`src/rtl/serial_mac_neuron_pkg.sv`:
```
// Shared types and constants for the serial MAC neuron.
// SERIAL_MAC_SAT_EN selects clamping (defined) or wrapping (undefined) of the ReLU result.
package serial_mac_neuron_pkg;

  localparam int DataWidth = 16;
  localparam int FracBits  = 8;
  localparam int AccWidth  = 2 * DataWidth + 6;
  localparam int CntrWidth = 5;

  typedef enum logic [1:0] {
    IDLE = 2'd0,
    ACC  = 2'd1,
    DONE = 2'd2
  } state_e;

  // Rescale the Q(2*FracBits) accumulator to Q(FracBits), apply ReLU, reduce to a data word.
  function automatic logic [DataWidth-1:0] relu_reduce(input logic signed [AccWidth-1:0] acc);
    logic signed [AccWidth-1:0] r;
    r = acc >>> FracBits;
    if (r[AccWidth-1]) begin
      return '0;
    end
`ifdef SERIAL_MAC_SAT_EN
    if (|r[AccWidth-2:DataWidth-1]) begin
      return {1'b0, {(DataWidth-1){1'b1}}};
    end else begin
      return r[DataWidth-1:0];
    end
`else
    return r[DataWidth-1:0];
`endif
  endfunction

endpackage

```
`src/rtl/serial_mac_neuron_if.sv`:
```
// Link between the neuron (master: drives word select and load) and the layer serializer.
interface serial_mac_neuron_if;
  import serial_mac_neuron_pkg::*;

  logic [CntrWidth-1:0] cntr;
  logic                 en;
  logic [DataWidth-1:0] l_in;

  modport master (output cntr, output en, input l_in);
  modport slave  (input cntr, input en, output l_in);

endinterface

```
`src/rtl/serial_mac_neuron_mac_unit.sv`:
```
// Signed multiply-accumulate register: load (bias + first product), add, or clear.
module mac_unit
  import serial_mac_neuron_pkg::*;
(
  input  logic                       clk,
  input  logic                       rst,
  input  logic                       load,
  input  logic                       add,
  input  logic                       clear,
  input  logic signed [DataWidth-1:0] a,
  input  logic signed [DataWidth-1:0] b,
  input  logic signed [DataWidth-1:0] bias,
  output logic signed [AccWidth-1:0]  acc_d,
  output logic signed [AccWidth-1:0]  acc_q
);

  logic signed [2*DataWidth-1:0] prod;
  logic signed [AccWidth-1:0]    prod_ext;
  logic signed [AccWidth-1:0]    bias_ext;

  assign prod     = a * b;
  assign prod_ext = {{(AccWidth-2*DataWidth){prod[2*DataWidth-1]}}, prod};
  // Bias is aligned to the product's 2*FracBits binary point.
  assign bias_ext = {{(AccWidth-DataWidth-FracBits){bias[DataWidth-1]}}, bias, {FracBits{1'b0}}};

  always_comb begin
    acc_d = acc_q;
    if (clear) begin
      acc_d = '0;
    end else if (load) begin
      acc_d = bias_ext + prod_ext;
    end else if (add) begin
      acc_d = acc_q + prod_ext;
    end
  end

  always_ff @(posedge clk) begin
    if (!rst) begin
      acc_q <= '0;
    end else begin
      acc_q <= acc_d;
    end
  end

endmodule

```
`src/rtl/serial_mac_neuron.sv`:
```
// One next-layer neuron: sequences a serializer pass, accumulates sum(x_k*w_k)+bias, emits ReLU result.
// Result width reduction clamps when SERIAL_MAC_SAT_EN is defined, otherwise wraps.
module serial_mac_neuron
  import serial_mac_neuron_pkg::*;
#(
  parameter int n_num = 32
) (
  input  logic                        clk,
  input  logic                        rst,
  input  logic                        start,
  serial_mac_neuron_if.master         ser,
  input  logic [DataWidth*n_num-1:0]  weights,
  input  logic signed [DataWidth-1:0] bias,
  output logic                        busy,
  output logic [DataWidth-1:0]        neuron_out,
  output logic                        out_valid
);

  state_e                     state_q, state_d;
  logic [CntrWidth-1:0]       cntr_q, cntr_d;
  logic [DataWidth-1:0]       neuron_out_q, neuron_out_d;
  logic                       en;
  logic                       mac_load, mac_add, mac_clear, out_load;
  logic signed [AccWidth-1:0] acc_d, acc_q;
  logic [DataWidth-1:0]       w_arr [2**CntrWidth];
  logic signed [DataWidth-1:0] w_cur;

  genvar gi;
  generate
    for (gi = 0; gi < 2**CntrWidth; gi++) begin : g_wmux
      if (gi < n_num) begin : g_used
        assign w_arr[gi] = weights[gi*DataWidth +: DataWidth];
      end else begin : g_unused
        assign w_arr[gi] = '0;
      end
    end
  endgenerate

  assign w_cur = w_arr[cntr_q];

  always_comb begin
    state_d   = state_q;
    cntr_d    = cntr_q;
    en        = 1'b0;
    mac_load  = 1'b0;
    mac_add   = 1'b0;
    mac_clear = 1'b0;
    out_load  = 1'b0;
    case (state_q)
      IDLE, DONE: begin
        if (start) begin
          en       = 1'b1;
          mac_load = 1'b1;
          state_d  = ACC;
          cntr_d   = CntrWidth'(1);
        end else begin
          state_d   = IDLE;
          mac_clear = (state_q == DONE);
        end
      end
      ACC: begin
        mac_add = 1'b1;
        if (cntr_q == CntrWidth'(n_num - 1)) begin
          state_d  = DONE;
          cntr_d   = '0;
          out_load = 1'b1;
        end else begin
          cntr_d = cntr_q + CntrWidth'(1);
        end
      end
      default: begin
        state_d = IDLE;
        cntr_d  = '0;
      end
    endcase
    // The serializer must never see a load while we are held in reset.
    if (!rst) begin
      en = 1'b0;
    end
  end

  always_comb begin
    neuron_out_d = neuron_out_q;
    if (out_load) begin
      neuron_out_d = relu_reduce(acc_d);
    end
  end

  always_ff @(posedge clk) begin
    if (!rst) begin
      state_q      <= IDLE;
      cntr_q       <= '0;
      neuron_out_q <= '0;
    end else begin
      state_q      <= state_d;
      cntr_q       <= cntr_d;
      neuron_out_q <= neuron_out_d;
    end
  end

  mac_unit u_mac (
    .clk   (clk),
    .rst   (rst),
    .load  (mac_load),
    .add   (mac_add),
    .clear (mac_clear),
    .a     (signed'(ser.l_in)),
    .b     (w_cur),
    .bias  (bias),
    .acc_d (acc_d),
    .acc_q (acc_q)
  );

  assign ser.cntr   = cntr_q;
  assign ser.en     = en;
  assign busy       = (state_q == ACC);
  assign out_valid  = (state_q == DONE);
  assign neuron_out = neuron_out_q;

endmodule
```
`src/flat_wrapper.sv`:
```
// flat-port wrapper written by rule: the top's interface ports become plain ports
module serial_mac_neuron_flat import serial_mac_neuron_pkg::*;
#(
  parameter int n_num = 32
)
  (clk, rst, start, weights, bias, busy, neuron_out, out_valid, ser_cntr, ser_en, ser_l_in);
  serial_mac_neuron_if ser_i ();
  input  logic clk;
  input  logic rst;
  input  logic start;
  input  logic [DataWidth*n_num-1:0] weights;
  input  logic signed [DataWidth-1:0] bias;
  output logic busy;
  output logic [DataWidth-1:0] neuron_out;
  output logic out_valid;
  output wire logic [$bits(ser_i.cntr)-1:0] ser_cntr;
  output wire logic [$bits(ser_i.en)-1:0] ser_en;
  input wire logic [$bits(ser_i.l_in)-1:0] ser_l_in;
  assign ser_cntr = ser_i.cntr;
  assign ser_en = ser_i.en;
  assign ser_i.l_in = ser_l_in;
  serial_mac_neuron #(.n_num(n_num)) u_core (.clk(clk), .rst(rst), .start(start), .ser(ser_i), .weights(weights), .bias(bias), .busy(busy), .neuron_out(neuron_out), .out_valid(out_valid));
endmodule
```
`config.mk`:
```
export PLATFORM = sky130hd
export DESIGN_NAME = serial_mac_neuron_flat
export DESIGN_NICKNAME = d
export VERILOG_FILES = /design/src/rtl/serial_mac_neuron_pkg.sv /design/src/rtl/serial_mac_neuron_if.sv /design/src/rtl/serial_mac_neuron_mac_unit.sv /design/src/rtl/serial_mac_neuron.sv /design/src/flat_wrapper.sv
export SDC_FILE = /design/constraint.sdc
export NUM_CORES = 1
export LEC_CHECK = 0
export CAP_MARGIN = 20
export CORE_ASPECT_RATIO = 0.9
export CORE_UTILIZATION = 38
export DETAILED_ROUTE_END_ITERATION = 8
export PLACE_DENSITY = 0.67
export SLEW_MARGIN = 20
export SYNTH_ARGS = -nofsm -noshare
export SYNTH_HDL_FRONTEND = slang
export SYNTH_SLANG_ARGS = --single-unit
```
`constraint.sdc`:
```
create_clock -name clk -period 17.8 [get_ports clk]
set_clock_uncertainty 0.2 [all_clocks]
set_input_delay 1.78 -clock clk [delete_from_list [all_inputs] [get_ports clk]]
set_output_delay 1.78 -clock clk [all_outputs]
set_load 0.01 [all_outputs]
```
Word level (Yosys, flattened, before mapping)
Index checks and enable logic that the tools add are counted.
W data, S select, Z words.

storage, ports and cells
  flip-flop bits (word level) = 61
  input port bits = 547
  output and inout port bits = 24

cells by class
  add/subtract/negate cells = 3
  multiply operators = 1
  order comparisons = 1
  equal/unequal tests = 5
  multiplexer cells = 24
  bitwise gates (word level) = 2
  reduce and logical (&&, ||, !) cells = 4

operator list
  operator               count
  $mux W38               3
  $bmux W16 S5           1
  $mux W16               4
  $add A38 B32 Y38       1
  $add A24 B32 Y33       1
  $mul A16 B16 Y32       1
  $mux W1                11
  $mux W5                2
  $pmux W5 S2            1
  $ge A6 B6 Y1 const B   1
  $not A5 Y6             1
  $add A5 B1 Y5 const B  1
  $eq A5 B5 Y1 const B   1
  $pmux W2 S2            1
  $reduce_or A2 Y1       2
  $eq A2 B1 Y1 const B   1
  $eq A2 B2 Y1 const B   1
  $logic_not A2 Y1       1
  $mux W2                1
  $ne A2 B1 Y1 const B   1
  $ne A2 B2 Y1 const B   1
  $reduce_bool A2 Y1     1
  $not A1 Y1             1

Logic depth before layout (Yosys ltp)
Gate-level depths: netlist of run 1.

  depth after elaboration = 12
  mapped depth = 41
  mapped depth without buffers = 37

Hierarchy
From an unflattened synthesis of run 1, not the netlist that was laid out.

unflattened totals
  cells, all modules = 2165
  area, all modules = 19643.8 sq um

by module, submodules not included
  module             instances  cells an instance  area each (sq um)  seq. area each (sq um)
  mac_unit           1          1764               14782.9            760.7
  serial_mac_neuron  1          401                4860.9             460.4

Least setup slack after synthesis of run 1
Ideal clock, no wire load.

  kind = input to register
  start = input port weights[499]
  end = register u_core.neuron_out_q[10] (netlist: u_core.neuron_out[10])
  library setup time = 0.117 ns
  data arrival time = 10.740 ns
  required time = 17.483 ns
  slack = 6.744 ns
  stages = 36
  buffers on the path = 3
  path through = mux4_2 mux4_2 mux2i_1 clkbuf_1 nor2b_1 fa_1 inv_1 fa_1 fa_1 fa_1 inv_1 fa_1 inv_1 fa_1 inv_1 ha_1 o21ai_0 nor2_1 o41ai_4 o31a_1 o21ai_0 a2111oi_0 o31ai_1 a21oi_1 xnor2_1 ha_1 clkbuf_1 a21oi_1 o21ai_1 a221o_1 a21oi_1 o21ai_1 xnor2_2 mux2_4 buf_6 a22o_1

between the ends
  cells in the longest elaborated chain, start to end = 11
  elaborated cells between the ends (all ways) = 12

RTL lines
  element                                        RTL line                          RTL
  from (decl)                                    flat_wrapper.sv:11                input logic [DataWidth*n_num-1:0] weights;
  $bmux W16 S5 *                                 serial_mac_neuron.sv:39           assign w_cur = w_arr[cntr_q];
  $mux W16 (implied by the code) * (2 in a row)  serial_mac_neuron.sv:39
  $mul A16 B16 Y32 *                             serial_mac_neuron_mac_unit.sv:21  assign prod = a * b;
  $add A38 B32 Y38                               serial_mac_neuron_mac_unit.sv:33  acc_d = acc_q + prod_ext;
  $mux W38                                       serial_mac_neuron_mac_unit.sv:32  end else if (add) begin
  $mux W38 *                                     serial_mac_neuron_mac_unit.sv:30  end else if (load) begin
  $mux W38 *                                     serial_mac_neuron_mac_unit.sv:28  if (clear) begin
  $mux W1                                        serial_mac_neuron_pkg.sv:20       if (r[AccWidth-1]) begin
  $mux W1                                        serial_mac_neuron.sv:84           if (out_load) begin
  $mux W16 *                                     serial_mac_neuron_pkg.sv:30       return r[DataWidth-1:0];
  to (signal assigned)                           serial_mac_neuron.sv:97           neuron_out_q <= neuron_out_d;
  to (decl)                                      serial_mac_neuron.sv:21           logic [DataWidth-1:0] neuron_out_q, neuron_out_d;

Mark *: on every way between the ends. The rest lies on a longest branch, timed or not. The select of a mux whose other input is x is not followed.
A chain may end at the register's enable or synchronous reset.

Worst setup path in the final report of run 1
  start = input port weights[452]
  end = register u_core.neuron_out_q[13] (netlist: u_core.neuron_out[13])

Same word-level chain as after synthesis.

==> out/qor.csv, run 1 <==
metric;value;unit
r2r_slack;5.72;ns
h-tree-depth;3;
wire_per_inst;25.9;um
status;completed;
worst_slack;5.62;ns
yosys_warnings;0;
path_buf_inv;5;
netlist_area;19300;um2
floorplan.initialDensity;0.389;
nFillCells;4586;
dieArea;51700;um2
post_cts_buffers;0;
synth_nets;2929;
synthXorXnorAreaFrac;0.0354;
io_buffers;570;
syn-mean-instance-area;9.78;um2
synth_top_area_frac;0.274;
synth_common_cells;inv_1 (311), fa_1 (264), mux4_2 (160), ha_1 (147), nand2_1 (130);
fp.dieW;239;um
synthMostInstantiatedCell;inv_1;
holdWs;0.262;ns
arrival;12.21;ns
cp.required;17.83;ns
synth_top_family_by_area;adder cells;
placed_cells_incl_taps;3137;
place_hpwl;71400;um
synth_compound_area_frac;0.116;
finalWorstPathRequiredPeriod;12.18;ns
cts_tree;built;
hold_start;u_core.neuron_out[8];
layout.nets;3435;
crit_type;primary input to register;
firstDrtPassIters;6;
clock_sinks;61;
cpPeakStageDelay;0.66;ns
maxCapViolCount;0;
via_per_inst;5.65;
synth_cell_types;84;
grt_use_total;0.318;
regToRegStartpoint;u_core.ser.cntr[1];
reg2reg_depth;36;
tns;0;ns
synthAdderAreaFrac;0.369;
finalCritPeriodShare;0.684;
fmax;0.0821;GHz
synth_edf_count;0;
hold_class;register to register;
numCtsBuffers;9;
synthSimpleGateAreaFrac;0.135;
slew_headroom;0.402;
seq_area;1230;um2
io_pins;571;
multiInputGateArea;16500;um2
rows;77;
ys_seq_area_frac;0.0633;
cpMaxStageDelayCell;a2111oi_0;
post_cts_resized;0;
area_delta_synth_final;34.8;%
grt_overflow;0;
end_kind;register;
cp.depth;34;
initialDrtViolationCount;1363;
ys_top_cells_by_area;fa_1 (27%), mux4_2 (19%), ha_1 (9.5%);
drive_above_1_share;0.0967;
instances_no_fill;3171;
ant_nets;0;
clk_path_buf_depth;2;
r2r_end;u_core.neuron_out[13];
die_h;216;um
critPathLaunchType;primary input;
core;49600;um2
drc;0;
maxSlewViolCount;0;
first_global_vias;18300;
rsz0062_at_grt;no;
cp_max_fo;16;
dr_total_vias;17900;
hold_buffers;0;
hold_violations;0;
cts_root_buf;clkbuf_16;
synth_mux_area_frac;0.199;
synthFlopType;dfxtp_1;
critPathMostFrequentCell;fa_1;
synth_cells;1971;
clkLatencyLatePin;0.34;ns
crit_path_start;weights[452];
clk_pin_slew;0.06;ns
finalSetupViolCount;0;
tightestPinTransition;0.886;ns
place_congestion;0.973;
dp_slack;5.07;ns
finalWirelength;82100;um
grt_pass1_wl;119000;um
antenna_found_initial;39;
async_flop_share;0;
synth_area_leader_cell;fa_1;
critPathTopFamily;adder cells;
grt_max_degree;74;
synth-seq-cells;61;
endpoint;u_core.neuron_out[13];
==> cells in the final DEF, fill, tap and decap left out, drive strengths merged, types with 18 or more instances in the layout <==
| cell | instances |
|---|---|
| a211oi | 18 |
| a21o | 40 |
| a21oi | 96 |
| and2 | 30 |
| buf | 23 |
| clkdlybuf4s50 | 570 |
| dfxtp | 61 |
| diode | 18 |
| fa | 264 |
| ha | 147 |
| inv | 311 |
| mux4 | 160 |
| nand2 | 130 |
| nand2b | 48 |
| nor2 | 88 |
| nor2b | 128 |
| nor3 | 22 |
| o21ai | 61 |
| xnor2 | 48 |
| xor2 | 27 |
==> logic make-up (layout without fill, tap and decap cells) <==
group                    Yosys count  count (layout)
flip-flops                        61              61
multiplexers                     182             182
AND/OR/NAND/NOR                  501             501
adder cells (fa/ha/maj)          411             411
XOR/XNOR                          75              75
AO/OA/AOI/OAI                    331             331
buffers and inverters            410             921
other                              0              18
==> routing by layer <==
layer	wire, um	track usage	up-vias
met5	80	0	-
met4	3170	0.102	12
met3	8190	0.0761	106
met2	37800	0.501	793
met1	32800	0.431	9187
li1	-	-	7805
==> worst register-to-register path: cells and delay by family (launching register included) <==
kind / cells / cell delay, ns
simple gates: 2 / 0.21
compound gates: 13 / 3.14
fa+ha+maj: 8 / 3.61
xor+xnor: 2 / 0.53
mux: 4 / 1.75
buf+inv: 7 / 1.68
flops: 1 / 0.86
==> final cells by class <==
class,instances,share of cell area
sequential,61,0.0474
inverter,312,0.0450
multi-input combinational,1500,0.634
tap,671,0.0323
timing repair buffer,593,0.227
clock buffer,12,0.0107
clock inverter,4,0.00197
antenna,18,0.00173
==> worst min-delay path by stage <==
stage / endpoint / slack [ns] / cells past startpoint
after floorplan: u_core.u_mac.acc_q[27] / 0.24 / 2
after detailed placement: u_core.neuron_out[8] / 0.25 / 2
after global routing: u_core.u_mac.acc_q[27] / 0.30 / 2
final: u_core.neuron_out[8] / 0.26 / 2
after CTS: u_core.neuron_out[8] / 0.26 / 2
after global placement: u_core.neuron_out[8] / 0.24 / 2
==> stage by stage <==
stage,area [um2],util
after global placement,25600,0.516
final,26000,0.524
after detailed placement,25600,0.516
after global routing,26000,0.524
after CTS,25900,0.523
after floorplan,19300,-
==> registers in the layout, indices dropped and copies added, names as in the netlist <==
signal	flops
u_core.neuron_out	16
u_core.ser.cntr	5
u_core.state_q	2
u_core.u_mac.acc_q	38
Power of run 1 is left out: the tool's default activity adds up to more than one toggle a clock period on the data nets, which glitch-free logic cannot reach.
==> run 2: changes to the inputs <==
--- a/config.mk
+++ b/config.mk
@@ -9,7 +9,7 @@
 export CORE_ASPECT_RATIO = 0.9
 export CORE_UTILIZATION = 38
 export DETAILED_ROUTE_END_ITERATION = 8
-export PLACE_DENSITY = 0.67
+export PLACE_DENSITY = 0.69
 export SLEW_MARGIN = 20
 export SYNTH_ARGS = -nofsm -noshare
 export SYNTH_HDL_FRONTEND = slang
==> constraint.sdc (replaced) <==
create_clock -name clk -period 9.85 [get_ports clk]
set_clock_uncertainty 0.2 [all_clocks]
set_input_delay 0.985 -clock clk [delete_from_list [all_inputs] [get_ports clk]]
set_output_delay 0.985 -clock clk [all_outputs]
set_load 0.01 [all_outputs]
==> out/qor.csv, run 2 (synthesized netlist as in run 1, its figures left out) <==
metric;value;unit
status;finished with violations;
failed_checks;setup timing;
area_delta_synth_final;57.7;%
initialDrtViolationCount;1770;
final_common_cell;buf_4;
hold_buffers;0;
layout.nets;3878;
dp_slack;-1.07;ns
drc;0;
die_h;216;um
final_cell_mix;buf_4 (396), clkdlybuf4s50_1 (311), inv_1 (290);
largest_reg_flops;38;
via_per_inst;5.59;
first_global_vias;20500;
drive_above_1_share;0.292;
cts_tree;built;
antenna_found_initial;46;
finalWirelength;94500;um
hold_violations;0;
finalCritPeriodShare;1.02;
numCtsBuffers;9;
arrival;10.07;ns
grt_max_degree;38;
end_kind;register;
clkLatencyLatePin;0.35;ns
path_buf_inv;7;
critPathLaunchType;primary input;
dr_total_vias;20200;
fp.dieW;239;um
dieArea;51700;um2
clk_pin_slew;0.06;ns
clock_sinks;61;
cpPeakStageDelay;0.57;ns
maxCapViolCount;0;
cp.required;9.89;ns
place_hpwl;80700;um
floorplan.initialDensity;0.389;
grt_use_total;0.363;
maxSlewViolCount;0;
firstDrtPassIters;6;
tightestPinTransition;0.720;ns
rsz0062_at_grt;yes;
io_pins;571;
io_buffers;570;
grt_overflow;0;
critPathTopFamily;adder cells;
regMostFlops;u_core.u_mac.acc_q;
place_congestion;1.03;
h-tree-depth;3;
cpMaxStageDelayCell;mux4_2;
rows;77;
ant_nets;0;
core;49600;um2
slew_headroom;0.515;
fmax;0.0998;GHz
cp_max_fo;8;
cts_root_buf;clkbuf_16;
crit_type;primary input to register;
grt_pass1_wl;134000;um
worst_slack;-0.174;ns
clk_path_buf_depth;2;
hold_class;register to register;
nFillCells;4227;
finalSetupViolCount;17;
wire_per_inst;26.1;um
critPathMostFrequentCell;fa_1;
finalWorstPathRequiredPeriod;10.02;ns
[run 2: cell count changes in the layout (fill, tap and decap cells not counted), moves of 18 or more]
cell,change
dlygate4sd2_1,+176
buf_4,+374
clkdlybuf4s50_1,-259
inv_1,-21
clkdlybuf4s15_1,+34
buf_6,+43
dlymetal6s2s_1,+25
inv_2,+21
a21oi_1,-18
[run 2: tightest hold or removal path: cells and delay by family (launching register included)]
family / cells / cell delay, ns
compound gates: 1 / 0.05
flops: 1 / 0.33
simple gates: 1 / 0.05
[run 2: routing by layer]
metal  up-vias  part of all wire  track usage
met3       165             0.087       0.0723
met2      1073              0.46        0.571
li1       8709                 -            -
met5         -           0.00038            0
met1     10300              0.41        0.497
met4         6             0.038        0.124
[run 2: per-stage QoR]
step / utilization / cell area [um2] / hold slack, ns / TNS, ns / instances
2_1_floorplan: - / 19400 / 0.236 / 0 / 1971
3_3_place_gp: 0.578 / 28700 / 0.247 / -27.30 / 3516
3_5_place_dp: 0.578 / 28700 / 0.246 / -29.56 / 3516
4_1_cts: 0.591 / 29300 / 0.263 / -1.39 / 3558
5_1_grt: 0.612 / 30400 / 0.302 / -6.64 / 3610
6_report: 0.613 / 30400 / 0.264 / -2.57 / 3620
[run 2: area by class of cell]
class,count,area (um2),share of cell area
Multi-Input combinational cell,1503,17400,0.573
Timing Repair Buffer,1033,9380,0.309
Sequential cell,61,1230,0.0405
Inverter,312,1170,0.0385
Tap cell,671,840,0.0276
Clock buffer,11,243,0.00798
Antenna cell,24,60.1,0.00198
Clock inverter,5,58.8,0.00193
[run 2: final timing paths]
path	slack (ns)	start	end	cells past startpoint
max	-0.17	weights[270]	u_core.neuron_out[9]	33
min	0.26	u_core.neuron_out[8]	u_core.neuron_out[8]	2
max reg2reg	-0.08	u_core.ser.cntr[0]	u_core.neuron_out[9]	36
min reg2reg	0.26	u_core.neuron_out[8]	u_core.neuron_out[8]	2
[run 2: timing repair]
item,in CTS,in global routing
setup endpoints to repair,32,31
gates resized for setup,395,210
cloned,4,1
pin swaps,55,116
buffers inserted,23,40
Power of run 2 is left out for the same reason.
